File: config.mk
export PLATFORM = sky130hd
export DESIGN_NAME = layer_sequencer_flat
export DESIGN_NICKNAME = d
export VERILOG_FILES = /design/src/rtl/layer_sequencer_if.sv /design/src/rtl/layer_sequencer.sv /design/src/flat_wrapper.sv
export SDC_FILE = /design/constraint.sdc
export NUM_CORES = 1
export LEC_CHECK = 0
export CORE_ASPECT_RATIO = 1.5
export CORE_MARGIN = 1.5
export CORE_UTILIZATION = 46
export DETAILED_ROUTE_END_ITERATION = 8
export PLACE_DENSITY = 0.77
export SLEW_MARGIN = 20
export SYNTH_ARGS = -nofsm -noshare
export SYNTH_HDL_FRONTEND = slang
export SYNTH_SLANG_ARGS = --single-unit
File: constraint.sdc
create_clock -name clk -period 2.5 [get_ports clk]
set_input_delay 0.5 -clock clk [delete_from_list [all_inputs] [get_ports clk]]
set_output_delay 0.5 -clock clk [all_outputs]
set_load 0.05 [all_outputs]
File: src/rtl/layer_sequencer_if.sv
// Handshake and control bundle between the dense-layer sequencer and its
// input buffer, weight ROM, MAC unit, result register file and phase machine.
interface layer_sequencer_if #(
  parameter int IN_W  = 2,
  parameter int NEU_W = 2
);
  logic                  start;
  logic [IN_W-1:0]       n_inputs;
  logic [NEU_W-1:0]      n_neurons;
  logic                  in_valid;
  logic                  in_ready;
  logic                  in_we;
  logic [IN_W-1:0]       in_addr;
  logic [NEU_W+IN_W-1:0] w_addr;
  logic                  mac_clr;
  logic                  mac_en;
  logic                  acc_store;
  logic [NEU_W-1:0]      neu_idx;
  logic                  out_valid;
  logic                  out_ready;
  logic                  changes;
  logic                  finished;
  logic                  busy;
  logic [2:0]            state;

  modport master (
    input  start, n_inputs, n_neurons, in_valid, out_ready,
    output in_ready, in_we, in_addr, w_addr, mac_clr, mac_en, acc_store,
           neu_idx, out_valid, changes, finished, busy, state
  );

  modport slave (
    output start, n_inputs, n_neurons, in_valid, out_ready,
    input  in_ready, in_we, in_addr, w_addr, mac_clr, mac_en, acc_store,
           neu_idx, out_valid, changes, finished, busy, state
  );
endinterface

File: src/rtl/layer_sequencer.sv
// Sequences one dense layer through a single shared MAC: load inputs, then
// per neuron clear/accumulate/store, then drain results downstream.
module layer_sequencer #(
  parameter int IN_W  = 2,
  parameter int NEU_W = 2
) (
  input logic              clk,
  input logic              reset,
  layer_sequencer_if.master bus
);

  typedef enum logic [2:0] {
    S_IDLE  = 3'b000,
    S_LOAD  = 3'b001,
    S_CLEAR = 3'b010,
    S_MAC   = 3'b011,
    S_STORE = 3'b100,
    S_OUT   = 3'b101
  } state_t;

  typedef struct packed {
    logic [IN_W-1:0]  n_in;
    logic [NEU_W-1:0] n_neu;
  } cfg_t;

  state_t           state_q;
  cfg_t             cfg_q;
  logic [IN_W-1:0]  in_cnt;
  logic [NEU_W-1:0] neu_cnt;
  logic             in_ready_q, mac_clr_q, mac_en_q, acc_store_q;
  logic             out_valid_q, changes_q, finished_q, busy_q;
  logic             last_in, last_neu;

  // Comparing against the latched limits is what keeps the counters from wrapping.
  assign last_in  = (in_cnt == cfg_q.n_in);
  assign last_neu = (neu_cnt == cfg_q.n_neu);

  // Strobes are registered alongside the state transition into the state they belong to.
  always_ff @(posedge clk or negedge reset) begin
    if (!reset) begin
      state_q     <= S_IDLE;
      cfg_q       <= '0;
      in_cnt      <= '0;
      neu_cnt     <= '0;
      in_ready_q  <= 1'b0;
      mac_clr_q   <= 1'b0;
      mac_en_q    <= 1'b0;
      acc_store_q <= 1'b0;
      out_valid_q <= 1'b0;
      changes_q   <= 1'b0;
      finished_q  <= 1'b0;
      busy_q      <= 1'b0;
    end else begin
      mac_clr_q   <= 1'b0;
      mac_en_q    <= 1'b0;
      acc_store_q <= 1'b0;
      changes_q   <= 1'b0;
      finished_q  <= 1'b0;
      case (state_q)
        S_IDLE: begin
          if (bus.start) begin
            cfg_q.n_in  <= bus.n_inputs;
            cfg_q.n_neu <= bus.n_neurons;
            in_cnt      <= '0;
            neu_cnt     <= '0;
            state_q     <= S_LOAD;
            in_ready_q  <= 1'b1;
            busy_q      <= 1'b1;
          end
        end
        S_LOAD: begin
          if (bus.in_valid) begin
            if (last_in) begin
              in_cnt     <= '0;
              neu_cnt    <= '0;
              state_q    <= S_CLEAR;
              in_ready_q <= 1'b0;
              mac_clr_q  <= 1'b1;
              changes_q  <= 1'b1;
            end else begin
              in_cnt <= in_cnt + 1'b1;
            end
          end
        end
        S_CLEAR: begin
          in_cnt   <= '0;
          state_q  <= S_MAC;
          mac_en_q <= 1'b1;
        end
        S_MAC: begin
          if (last_in) begin
            state_q     <= S_STORE;
            acc_store_q <= 1'b1;
          end else begin
            in_cnt   <= in_cnt + 1'b1;
            mac_en_q <= 1'b1;
          end
        end
        S_STORE: begin
          in_cnt <= '0;
          if (last_neu) begin
            neu_cnt     <= '0;
            state_q     <= S_OUT;
            out_valid_q <= 1'b1;
            changes_q   <= 1'b1;
          end else begin
            neu_cnt   <= neu_cnt + 1'b1;
            state_q   <= S_CLEAR;
            mac_clr_q <= 1'b1;
          end
        end
        S_OUT: begin
          if (bus.out_ready) begin
            if (last_neu) begin
              neu_cnt     <= '0;
              state_q     <= S_IDLE;
              out_valid_q <= 1'b0;
              busy_q      <= 1'b0;
              finished_q  <= 1'b1;
            end else begin
              neu_cnt <= neu_cnt + 1'b1;
            end
          end
        end
        default: begin
          state_q     <= S_IDLE;
          in_cnt      <= '0;
          neu_cnt     <= '0;
          in_ready_q  <= 1'b0;
          out_valid_q <= 1'b0;
          busy_q      <= 1'b0;
        end
      endcase
    end
  end

  assign bus.in_ready  = in_ready_q;
  assign bus.in_we     = bus.in_valid & in_ready_q;
  assign bus.in_addr   = in_cnt;
  assign bus.w_addr    = {neu_cnt, in_cnt};
  assign bus.mac_clr   = mac_clr_q;
  assign bus.mac_en    = mac_en_q;
  assign bus.acc_store = acc_store_q;
  assign bus.neu_idx   = neu_cnt;
  assign bus.out_valid = out_valid_q;
  assign bus.changes   = changes_q;
  assign bus.finished  = finished_q;
  assign bus.busy      = busy_q;
  assign bus.state     = state_q;

endmodule
File: src/flat_wrapper.sv
// flat-port wrapper written by rule: the top's interface ports become plain ports
module layer_sequencer_flat 
#(
  parameter int IN_W  = 2,
  parameter int NEU_W = 2
)
  (clk, reset, bus_start, bus_n_inputs, bus_n_neurons, bus_in_valid, bus_out_ready, bus_in_ready, bus_in_we, bus_in_addr, bus_w_addr, bus_mac_clr, bus_mac_en, bus_acc_store, bus_neu_idx, bus_out_valid, bus_changes, bus_finished, bus_busy, bus_state);
  layer_sequencer_if #(.IN_W(IN_W), .NEU_W(NEU_W)) bus_i ();
  input logic clk;
  input logic reset;
  input wire logic [$bits(bus_i.start)-1:0] bus_start;
  input wire logic [$bits(bus_i.n_inputs)-1:0] bus_n_inputs;
  input wire logic [$bits(bus_i.n_neurons)-1:0] bus_n_neurons;
  input wire logic [$bits(bus_i.in_valid)-1:0] bus_in_valid;
  input wire logic [$bits(bus_i.out_ready)-1:0] bus_out_ready;
  output wire logic [$bits(bus_i.in_ready)-1:0] bus_in_ready;
  output wire logic [$bits(bus_i.in_we)-1:0] bus_in_we;
  output wire logic [$bits(bus_i.in_addr)-1:0] bus_in_addr;
  output wire logic [$bits(bus_i.w_addr)-1:0] bus_w_addr;
  output wire logic [$bits(bus_i.mac_clr)-1:0] bus_mac_clr;
  output wire logic [$bits(bus_i.mac_en)-1:0] bus_mac_en;
  output wire logic [$bits(bus_i.acc_store)-1:0] bus_acc_store;
  output wire logic [$bits(bus_i.neu_idx)-1:0] bus_neu_idx;
  output wire logic [$bits(bus_i.out_valid)-1:0] bus_out_valid;
  output wire logic [$bits(bus_i.changes)-1:0] bus_changes;
  output wire logic [$bits(bus_i.finished)-1:0] bus_finished;
  output wire logic [$bits(bus_i.busy)-1:0] bus_busy;
  output wire logic [$bits(bus_i.state)-1:0] bus_state;
  assign bus_i.start = bus_start;
  assign bus_i.n_inputs = bus_n_inputs;
  assign bus_i.n_neurons = bus_n_neurons;
  assign bus_i.in_valid = bus_in_valid;
  assign bus_i.out_ready = bus_out_ready;
  assign bus_in_ready = bus_i.in_ready;
  assign bus_in_we = bus_i.in_we;
  assign bus_in_addr = bus_i.in_addr;
  assign bus_w_addr = bus_i.w_addr;
  assign bus_mac_clr = bus_i.mac_clr;
  assign bus_mac_en = bus_i.mac_en;
  assign bus_acc_store = bus_i.acc_store;
  assign bus_neu_idx = bus_i.neu_idx;
  assign bus_out_valid = bus_i.out_valid;
  assign bus_changes = bus_i.changes;
  assign bus_finished = bus_i.finished;
  assign bus_busy = bus_i.busy;
  assign bus_state = bus_i.state;
  layer_sequencer #(.IN_W(IN_W), .NEU_W(NEU_W)) u_core (.clk(clk), .reset(reset), .bus(bus_i));
endmodule
== Word-level counts from Yosys, hierarchy flattened ==
Cells that the tools add are included.

* Register bits: 19
* Output and inout bits: 20
* Word-level logic and storage cells: 86
* Bits of input ports: 9

* Mux-type cells: 38
* Equal/unequal tests: 15
* Add/sub/neg operators: 2
* Bitwise operators: 6
* Reductions and logical operators: 12

{| class="wikitable"
|+ Operators by type and width
! kind !! number
|-
| 2-to-1 mux 3 bit || 7
|-
| case mux 3 bit (6 select lines) || 1
|-
| 2-to-1 mux 2 bit || 8
|-
| AND reduction 4 bit || 4
|-
| 2-to-1 mux 1 bit || 14
|-
| OR reduction 4 bit || 3
|-
| case mux 2 bit (5 select lines) || 1
|-
| case mux 1 bit (3 select lines) || 3
|-
| inequality test 2 x 1 -> 1 bit, second input constant || 4
|-
| inequality test 2 bit, second input constant || 4
|-
| case mux 2 bit (4 select lines) || 1
|-
| equality test 3 x 2 -> 1 bit, second input constant || 2
|-
| equality test 3 bit, second input constant || 2
|-
| case mux 1 bit (2 select lines) || 3
|-
| AND reduction 6 bit || 1
|-
| NOT 1 bit || 5
|-
| AND reduction 5 bit || 1
|-
| adder 2 x 1 -> 2 bit, second input constant || 2
|-
| equality test 2 bit || 2
|-
| equality test 3 x 1 -> 1 bit, second input constant || 1
|-
| zero test 3 bit || 1
|-
| AND reduction 2 bit || 1
|-
| OR reduction 2 bit || 1
|-
| AND 1 bit || 1
|}

== Longest topological paths before layout ==
Gate-level depths: netlist of run 1.

* Depth after elaboration: 4
* Gate-level depth with buffers: 8
* Mapped depth without buffers: 7

== Least setup slack after synthesis of run 1 ==
OpenSTA, ideal clock, no wires.

* Path type: reg2reg
* Start point: reg u_core.state_q[2], in the netlist u_core.bus.state[2]
* End point: reg u_core.neu_cnt[1], in the netlist u_core.bus.neu_idx[1]
* Path slack: 0.184 ns
* Library setup time: 0.105 ns
* Cell stages (with the launch flop): 9
* Buffers on the path: 1
* Required time: 2.395 ns
* Arrival: 2.211 ns
* Clock period less this slack: 2.316 ns
* Path through: dfrtp_1 -> clkbuf_1 -> inv_2 -> ha_1 -> inv_1 -> o2111ai_1 -> o22a_4 -> or4b_1 -> o311ai_1

* Longest elaborated chain between the ends: 4
* Elaborated cells between the ends (all ways): 14
* Classes of those cells: eq/ne (9); mux (1); bitwise (1); reduce/logical (3)

{| class="wikitable"
|+ Ends and longest elaborated chain
! what !! RTL line !! RTL
|-
| start, declared || layer_sequencer.sv:26 || <nowiki>state_t state_q;</nowiki>
|-
| start signal, assigned || layer_sequencer.sv:41 || <nowiki>state_q <= S_IDLE;</nowiki>
|-
| start signal, assigned || layer_sequencer.sv:66 || <nowiki>state_q <= S_LOAD;</nowiki>
|-
| start signal, assigned || layer_sequencer.sv:76 || <nowiki>state_q <= S_CLEAR;</nowiki>
|-
| equality test 3 x 2 -> 1 bit || layer_sequencer.sv:59 || <nowiki>case (state_q)</nowiki>
|-
| OR reduction 2 bit (no source line) || - ||
|-
| NOT 1 bit (no source line) || - ||
|-
| AND reduction 5 bit (no source line) || - ||
|-
| end signal, assigned || layer_sequencer.sv:107 || <nowiki>neu_cnt <= neu_cnt + 1'b1;</nowiki>
|-
| end signal, assigned || layer_sequencer.sv:121 || <nowiki>neu_cnt <= neu_cnt + 1'b1;</nowiki>
|-
| end, declared || layer_sequencer.sv:29 || <nowiki>logic [NEU_W-1:0] neu_cnt;</nowiki>
|}

Several ways; a longest one is shown, not always the timed one.
A chain may end at the register's enable or synchronous reset.

== Worst setup path in the final report of run 1 ==
* Start point: reg u_core.state_q[2], in the netlist u_core.bus.state[2]
* End point: out bus_state[2]

{| class="wikitable"
|+ RTL lines
! what !! RTL line !! RTL
|-
| end, declared || flat_wrapper.sv:28 || <nowiki>output wire logic [$bits(bus_i.state)-1:0] bus_state;</nowiki>
|}

No word-level cell between the ends.

==> results.json, run 1 <==
{
  "run_status": "finished clean",
  "synthesized_netlist_cell_count": 104,
  "critical_path_peak_fanout": 10,
  "timing.fmax_mhz": 451,
  "via_per_inst": 5.84,
  "synthDistinctLibCells": 42,
  "worst_setup_path_start_kind": "flop",
  "power_switching_share_pct": 51.4,
  "async_reset_ff_share_pct": 100,
  "portBuffers": 28,
  "timing.clock.skew_ns": 0.000862,
  "hold_violation_count_in_the_final_report": 0,
  "leakagePower_uw": 0.000566,
  "syn_avg_cell_area_um2": 10.0,
  "route.antenna.remaining_nets": 0,
  "rows": 20,
  "synth.ff_latch_count": 19,
  "placed_cells": 150,
  "ctsResizeCount": 0,
  "power_density_mw_per_mm2": 1500,
  "slew-limit-headroom_pct": 65.9,
  "cp_top_family": "buffers and inverters",
  "floorplan.core_area_mm2": 0.00208,
  "timing.max_cap.violations": 0,
  "syn-num-nets": 115,
  "drv_slew": 0,
  "placed_area_mm2": 0.00134,
  "first_iter_violations": 18,
  "layout-drive-gt1-share_pct": 11.4,
  "router_iterations_before_antenna_repair": 4,
  "number_of_global_route_vias_before_repair": 825,
  "crit_buf_inv": 1,
  "critPathArrivalTime_ns": 1.72,
  "worst_path_max_delay_cell": "sky130_fd_sc_hd__clkdlybuf4s50_1",
  "reg2reg_from": "u_core.bus.state[2]",
  "cts_root_buf": "sky130_fd_sc_hd__clkbuf_4",
  "post-route-drc-count": 0,
  "critical_path_required_ns": 2.00,
  "dieArea_mm2": 0.00256,
  "post_synth_edffs": 0,
  "n_antenna_cell": 0,
  "cp_slowest_stage_delay_ns": 0.87,
  "initial_antenna_violation_count": 0,
  "gr-usage-all-layers_pct": 19.2,
  "clkSlewWorstSetupHoldPaths_ns": 0.10,
  "floorplan.die.width_um": 41.8,
  "multi_input_comb_area_um2": 493,
  "cell_internal_pwr_uw": 996,
  "insertion_delay_ns": 0.30,
  "mappedNetlistArea_mm2": 0.00104,
  "ys_seq_area_share_pct": 45.7,
  "fin_crit_ns": 2.22,
  "place_congestion": 0.780,
  "crit_chain": "clkdlybuf4s50_1",
  "setup.worst_path.end_class": "output pin",
  "setup-tns-final_ns": 0,
  "cts_hold_buffers": 0,
  "cp-startpoint": "u_core.bus.state[2]",
  "synth-warning-count": 0,
  "total_global_routing_overflow": 0,
  "wire_per_inst_um": 14.2,
  "postCtsSetupRepairBufs": 0,
  "vias": 900,
  "syn_to_final_growth_pct": 30.9,
  "cts_inserted_buffers": 3,
  "unrepaired_setup_endpoints_after_global_routing": "no",
  "critical_path_class": "flop to output pin",
  "io_pins": 29,
  "worstHoldPathType": "primary input to asynchronous set/reset pin",
  "dp_hpwl_um": 1640,
  "fin_cells": 154,
  "floorplan.initialDensity_pct": 50.1,
  "nNetsFinal": 144,
  "layout_worst_path_cycle_share_pct": 88.8,
  "wire_length_of_the_first_global_routing_pass_um": 3640,
  "worst_pin_slew_ns": 0.510,
  "area.sequential_um2": 475,
  "postRouteWirelength_um": 2190,
  "clockBufferDepth": 2,
  "setup.reg_to_reg.worst_slack_ns": 0.43,
  "share_seq_of_total_power_pct": 26.5,
  "p_comb_share_pct": 65.8,
  "clkPwrFrac_pct": 7.7,
  "pin_count_of_the_biggest_net_entering_global_routing": 20,
  "die_height_um": 61.2,
  "ctsHtreeMaxLevel": 1,
  "timing.final.setup_violations": 0,
  "max-vdd-ir-drop_mv": 0.729,
  "layout.filler_cells": 177,
  "cts_tree": "done",
  "p_sw_uw": 1050,
  "clkSinkCount": 19,
  "synthFlopType": "sky130_fd_sc_hd__dfrtp_1",
  "fin_area_mm2": 0.00136
}
[cell families (layout without fill, tap and decap cells)]
group / Yosys count / in the layout / share of synthesized area, %
DFF: 19 / 19 / 45.7
AOI/OAI and AO/OA: 30 / 30 / 20.9
buffers and inverters: 13 / 41 / 6.86
and+or+nand+nor: 30 / 30 / 14.3
xor gates and xnor gates: 4 / 4 / 3.37
muxes: 6 / 6 / 6.38
adders and majority gates: 2 / 2 / 2.41
[final cells by class]
class | instances | share of cell area [%]
Inverter | 5 | 1.38
Clock buffer | 4 | 1.93
Tap cell | 22 | 2.02
Timing Repair Buffer | 32 | 23.5
Sequential cell | 19 | 34.9
Multi-Input combinational cell | 72 | 36.2
[registers in the layout, summed over array words and instances, names as in the netlist, 2 cells and up]
name / count
u_core.cfg_q: 4
u_core.bus.state: 3
u_core.bus.in_addr: 2
u_core.bus.neu_idx: 2
[worst paths after layout]
kind	to	cells past startpoint
hold / removal	u_core.bus.state[0]	2
min in group clk	u_core.bus.out_valid	1
hold reg to reg	u_core.bus.out_valid	1
max in group asynchronous	u_core.bus.busy	2
setup / recovery	bus_state[2]	1
setup reg to reg	u_core.bus.neu_idx[1]	7
[power groups by stage]
stage / clock network (uW) / logic, uW / registers [uW]
3_3_place_gp: 0 / 1320 / 544
4_1_cts: 164 / 1350 / 546
6_report: 157 / 1350 / 543
2_1_floorplan: 0 / 741 / 816
5_1_grt: 172 / 1430 / 569
3_5_place_dp: 0 / 1340 / 552
[cells in the final DEF, fill, tap and decap left out, drive strengths merged, types with 4 or more instances in the layout]
cell / instances
xor2: 4
o21ai: 5
clkbuf: 4
mux2: 5
nor3: 4
dfrtp: 19
clkdlybuf4s50: 27
nor2: 9
nand2: 6
a21oi: 6
buf: 5
inv: 5
[synth_stat cells (3+ instances only)]
cell                       number  area share [%]
sky130_fd_sc_hd__buf_4          4             2.9
sky130_fd_sc_hd__o21ai_0        4             1.9
sky130_fd_sc_hd__xor2_1         4             3.4
sky130_fd_sc_hd__dfrtp_1       19              46
sky130_fd_sc_hd__mux2_2         4             4.3
sky130_fd_sc_hd__inv_1          3             1.1
sky130_fd_sc_hd__nand2_1        6             2.2
sky130_fd_sc_hd__a21oi_1        6             2.9
sky130_fd_sc_hd__nor3_1         4             1.9
sky130_fd_sc_hd__clkbuf_1       3             1.1
sky130_fd_sc_hd__nor2_1         9             3.2
[routing by layer]
metal  wire length [um]  vias up  track usage (%)
li1                   -      432                -
met1                886      439             21.9
met2               1170       25             33.9
met3                 78        4             2.05
met4                 49        0             13.4
met5                  0        -                0
[through the flow]
stage | total power [uW] | util, % | setup WS [ns] | hold WS [ns]
after CTS | 2060 | 65.5 | 0.270 | 0.527
after floorplan | 1560 | - | 0.184 | 0.204
after global routing | 2180 | 65.5 | 0.223 | 0.539
final | 2050 | 65.5 | 0.281 | 0.519
after global placement | 1870 | 64.3 | 0.338 | 0.499
after detailed placement | 1890 | 64.3 | 0.301 | 0.503
No activity file was read; power rests on OpenSTA's default activity.
==> inputs of run 2 (changes only) <==
--- a/config.mk
+++ b/config.mk
@@ -8,9 +8,10 @@
 export CORE_ASPECT_RATIO = 1.5
 export CORE_MARGIN = 1.5
 export CORE_UTILIZATION = 46
+export CTS_CLUSTER_DIAMETER = 100
 export DETAILED_ROUTE_END_ITERATION = 8
 export PLACE_DENSITY = 0.77
-export SLEW_MARGIN = 20
+export SLEW_MARGIN = 10
 export SYNTH_ARGS = -nofsm -noshare
 export SYNTH_HDL_FRONTEND = slang
 export SYNTH_SLANG_ARGS = --single-unit
==> results of run 2 <==
No change in the layout: final DEF, timing and power equal those of run 1.
==> inputs of run 3 (changes only) <==
--- a/config.mk
+++ b/config.mk
@@ -5,7 +5,7 @@
 export SDC_FILE = /design/constraint.sdc
 export NUM_CORES = 1
 export LEC_CHECK = 0
-export CORE_ASPECT_RATIO = 1.5
+export CORE_ASPECT_RATIO = 0.7
 export CORE_MARGIN = 1.5
 export CORE_UTILIZATION = 46
 export CTS_CLUSTER_DIAMETER = 100
==> run 3 against run 2 <==
  * Register-to-register slack about the same
  * Hold slack got worse by 0.0051 ns
  * Sequential power is essentially flat
  * Clock power hardly changed
  * Core utilization is 1.3 points lower
  * Power about the same
  * Final cell count rose by 6.5%
  * Flip-flop and latch count stayed put
  * Sequential share of layout area is 0.32 points lower
  * Combinational power about the same
==> results.json, run 3 (synthesis results as in run 1) <==
{
  "run_status": "finished clean",
  "crit_chain": "clkdlybuf4s50_1",
  "layout_worst_path_cycle_share_pct": 89.2,
  "clkSlewWorstSetupHoldPaths_ns": 0.11,
  "setup.worst_path.end_class": "output pin",
  "floorplan.initialDensity_pct": 48.7,
  "via_per_inst": 5.30,
  "fin_crit_ns": 2.23,
  "total_global_routing_overflow": 0,
  "power_density_mw_per_mm2": 1490,
  "io_pins": 29,
  "cts_tree": "done",
  "critPathArrivalTime_ns": 1.73,
  "router_iterations_before_antenna_repair": 4,
  "critical_path_required_ns": 2.00,
  "drv_slew": 0,
  "final_critical_path_setup_slack_ns": 0.269,
  "layout_common_cells": "sky130_fd_sc_hd__clkdlybuf4s50_1 (27), sky130_fd_sc_hd__dfrtp_1 (19), sky130_fd_sc_hd__nor2_1 (9), sky130_fd_sc_hd__a21oi_1 (6), sky130_fd_sc_hd__nand2_1 (6)",
  "floorplan.core_area_mm2": 0.00214,
  "n_antenna_cell": 0,
  "gr-usage-all-layers_pct": 18.5,
  "timing.max_cap.violations": 0,
  "floorplan.die.width_um": 59.8,
  "mostFrequentLayoutCell": "sky130_fd_sc_hd__clkdlybuf4s50_1",
  "hold_violation_count_in_the_final_report": 0,
  "leakagePower_uw": 0.000566,
  "timing.fmax_mhz": 448,
  "cts_hold_buffers": 0,
  "clockBufferDepth": 2,
  "dp_hpwl_um": 1580,
  "fin_area_mm2": 0.00137,
  "unrepaired_setup_endpoints_after_global_routing": "no",
  "post-place-ws_ns": 0.296,
  "postCtsSetupRepairBufs": 0,
  "nNetsFinal": 144,
  "layout-drive-gt1-share_pct": 11.4,
  "placed_area_mm2": 0.00135,
  "dieArea_mm2": 0.00256,
  "largest_register_ff_count": 4,
  "timing.clock.skew_ns": 0.00775,
  "critical_path_class": "flop to output pin",
  "wire_length_of_the_first_global_routing_pass_um": 3480,
  "timing.final.setup_violations": 0,
  "layout.filler_cells": 197,
  "postRouteWirelength_um": 2150,
  "worst_path_max_delay_cell": "sky130_fd_sc_hd__clkdlybuf4s50_1",
  "worst_pin_slew_ns": 0.503,
  "die_height_um": 42.8,
  "ctsResizeCount": 0,
  "place_congestion": 0.850,
  "wire_per_inst_um": 13.1,
  "insertion_delay_ns": 0.30,
  "crit_buf_inv": 1,
  "number_of_global_route_vias_before_repair": 721,
  "ctsHtreeMaxLevel": 1,
  "cp_top_family": "buffers and inverters",
  "worst_setup_path_start_kind": "flop",
  "pin_count_of_the_biggest_net_entering_global_routing": 20,
  "cts_inserted_buffers": 3,
  "post-route-drc-count": 0,
  "portBuffers": 28,
  "max-vdd-ir-drop_mv": 0.647,
  "rows": 14,
  "vias": 869,
  "initial_antenna_violation_count": 0,
  "clkSinkCount": 19,
  "critical_path_peak_fanout": 10,
  "setup-tns-final_ns": 0,
  "cp_slowest_stage_delay_ns": 0.87,
  "worstHoldPathType": "primary input to asynchronous set/reset pin",
  "route.antenna.remaining_nets": 0,
  "syn_to_final_growth_pct": 32.1,
  "slew-limit-headroom_pct": 66.4,
  "regMostFlops": "u_core.cfg_q",
  "cts_root_buf": "sky130_fd_sc_hd__clkbuf_4",
  "first_iter_violations": 37
}
-- run 3: final cells by class --
type	count	area, um^2	area share, %
Inverter	5	18.8	1.37
Clock buffer	4	26.3	1.91
Sequential cell	19	475	34.6
Timing Repair Buffer	32	320	23.3
Multi-Input combinational cell	72	493	35.9
Tap cell	32	40.0	2.91
-- run 3: power by group --
group	internal (uW)	switching, uW
combinational	506	843
clock	62.2	92.1
sequential	427	116
total	995	1050
-- run 3: path summary, 6_finish.rpt --
| kind | start | endpoint | slack [ns] | cells after the start |
|---|---|---|---|---|
| max in group asynchronous | reset | u_core.bus.mac_clr | 1.78 | 2 |
| min in group clk | u_core.bus.out_valid | u_core.bus.out_valid | 0.53 | 1 |
| worst max register to register | u_core.bus.state[2] | u_core.bus.neu_idx[1] | 0.44 | 7 |
| worst max-delay path | u_core.bus.state[2] | bus_state[2] | 0.27 | 1 |
| worst min-delay path | reset | u_core.bus.acc_store | 0.51 | 2 |
| worst min register to register | u_core.bus.out_valid | u_core.bus.out_valid | 0.53 | 1 |
-- run 3: metrics by stage --
stage          utilization (%)  instances  hold WS (ns)  power (uW)
3_3_place_gp              63.1        160         0.490        1870
3_5_place_dp              63.1        160         0.512        1890
2_1_floorplan                -        104         0.204        1560
5_1_grt                   64.3        164         0.542        2190
6_report                  64.3        164         0.514        2050
4_1_cts                   64.3        164         0.520        2050
-- run 3: layer usage --
metal | routed length, um | vias up | track usage (%)
met5 | 0 | - | 0
met3 | 188 | 2 | 7.32
met1 | 1040 | 401 | 26.8
met2 | 901 | 35 | 25.2
met4 | 13 | 0 | 5.33
li1 | - | 431 | -
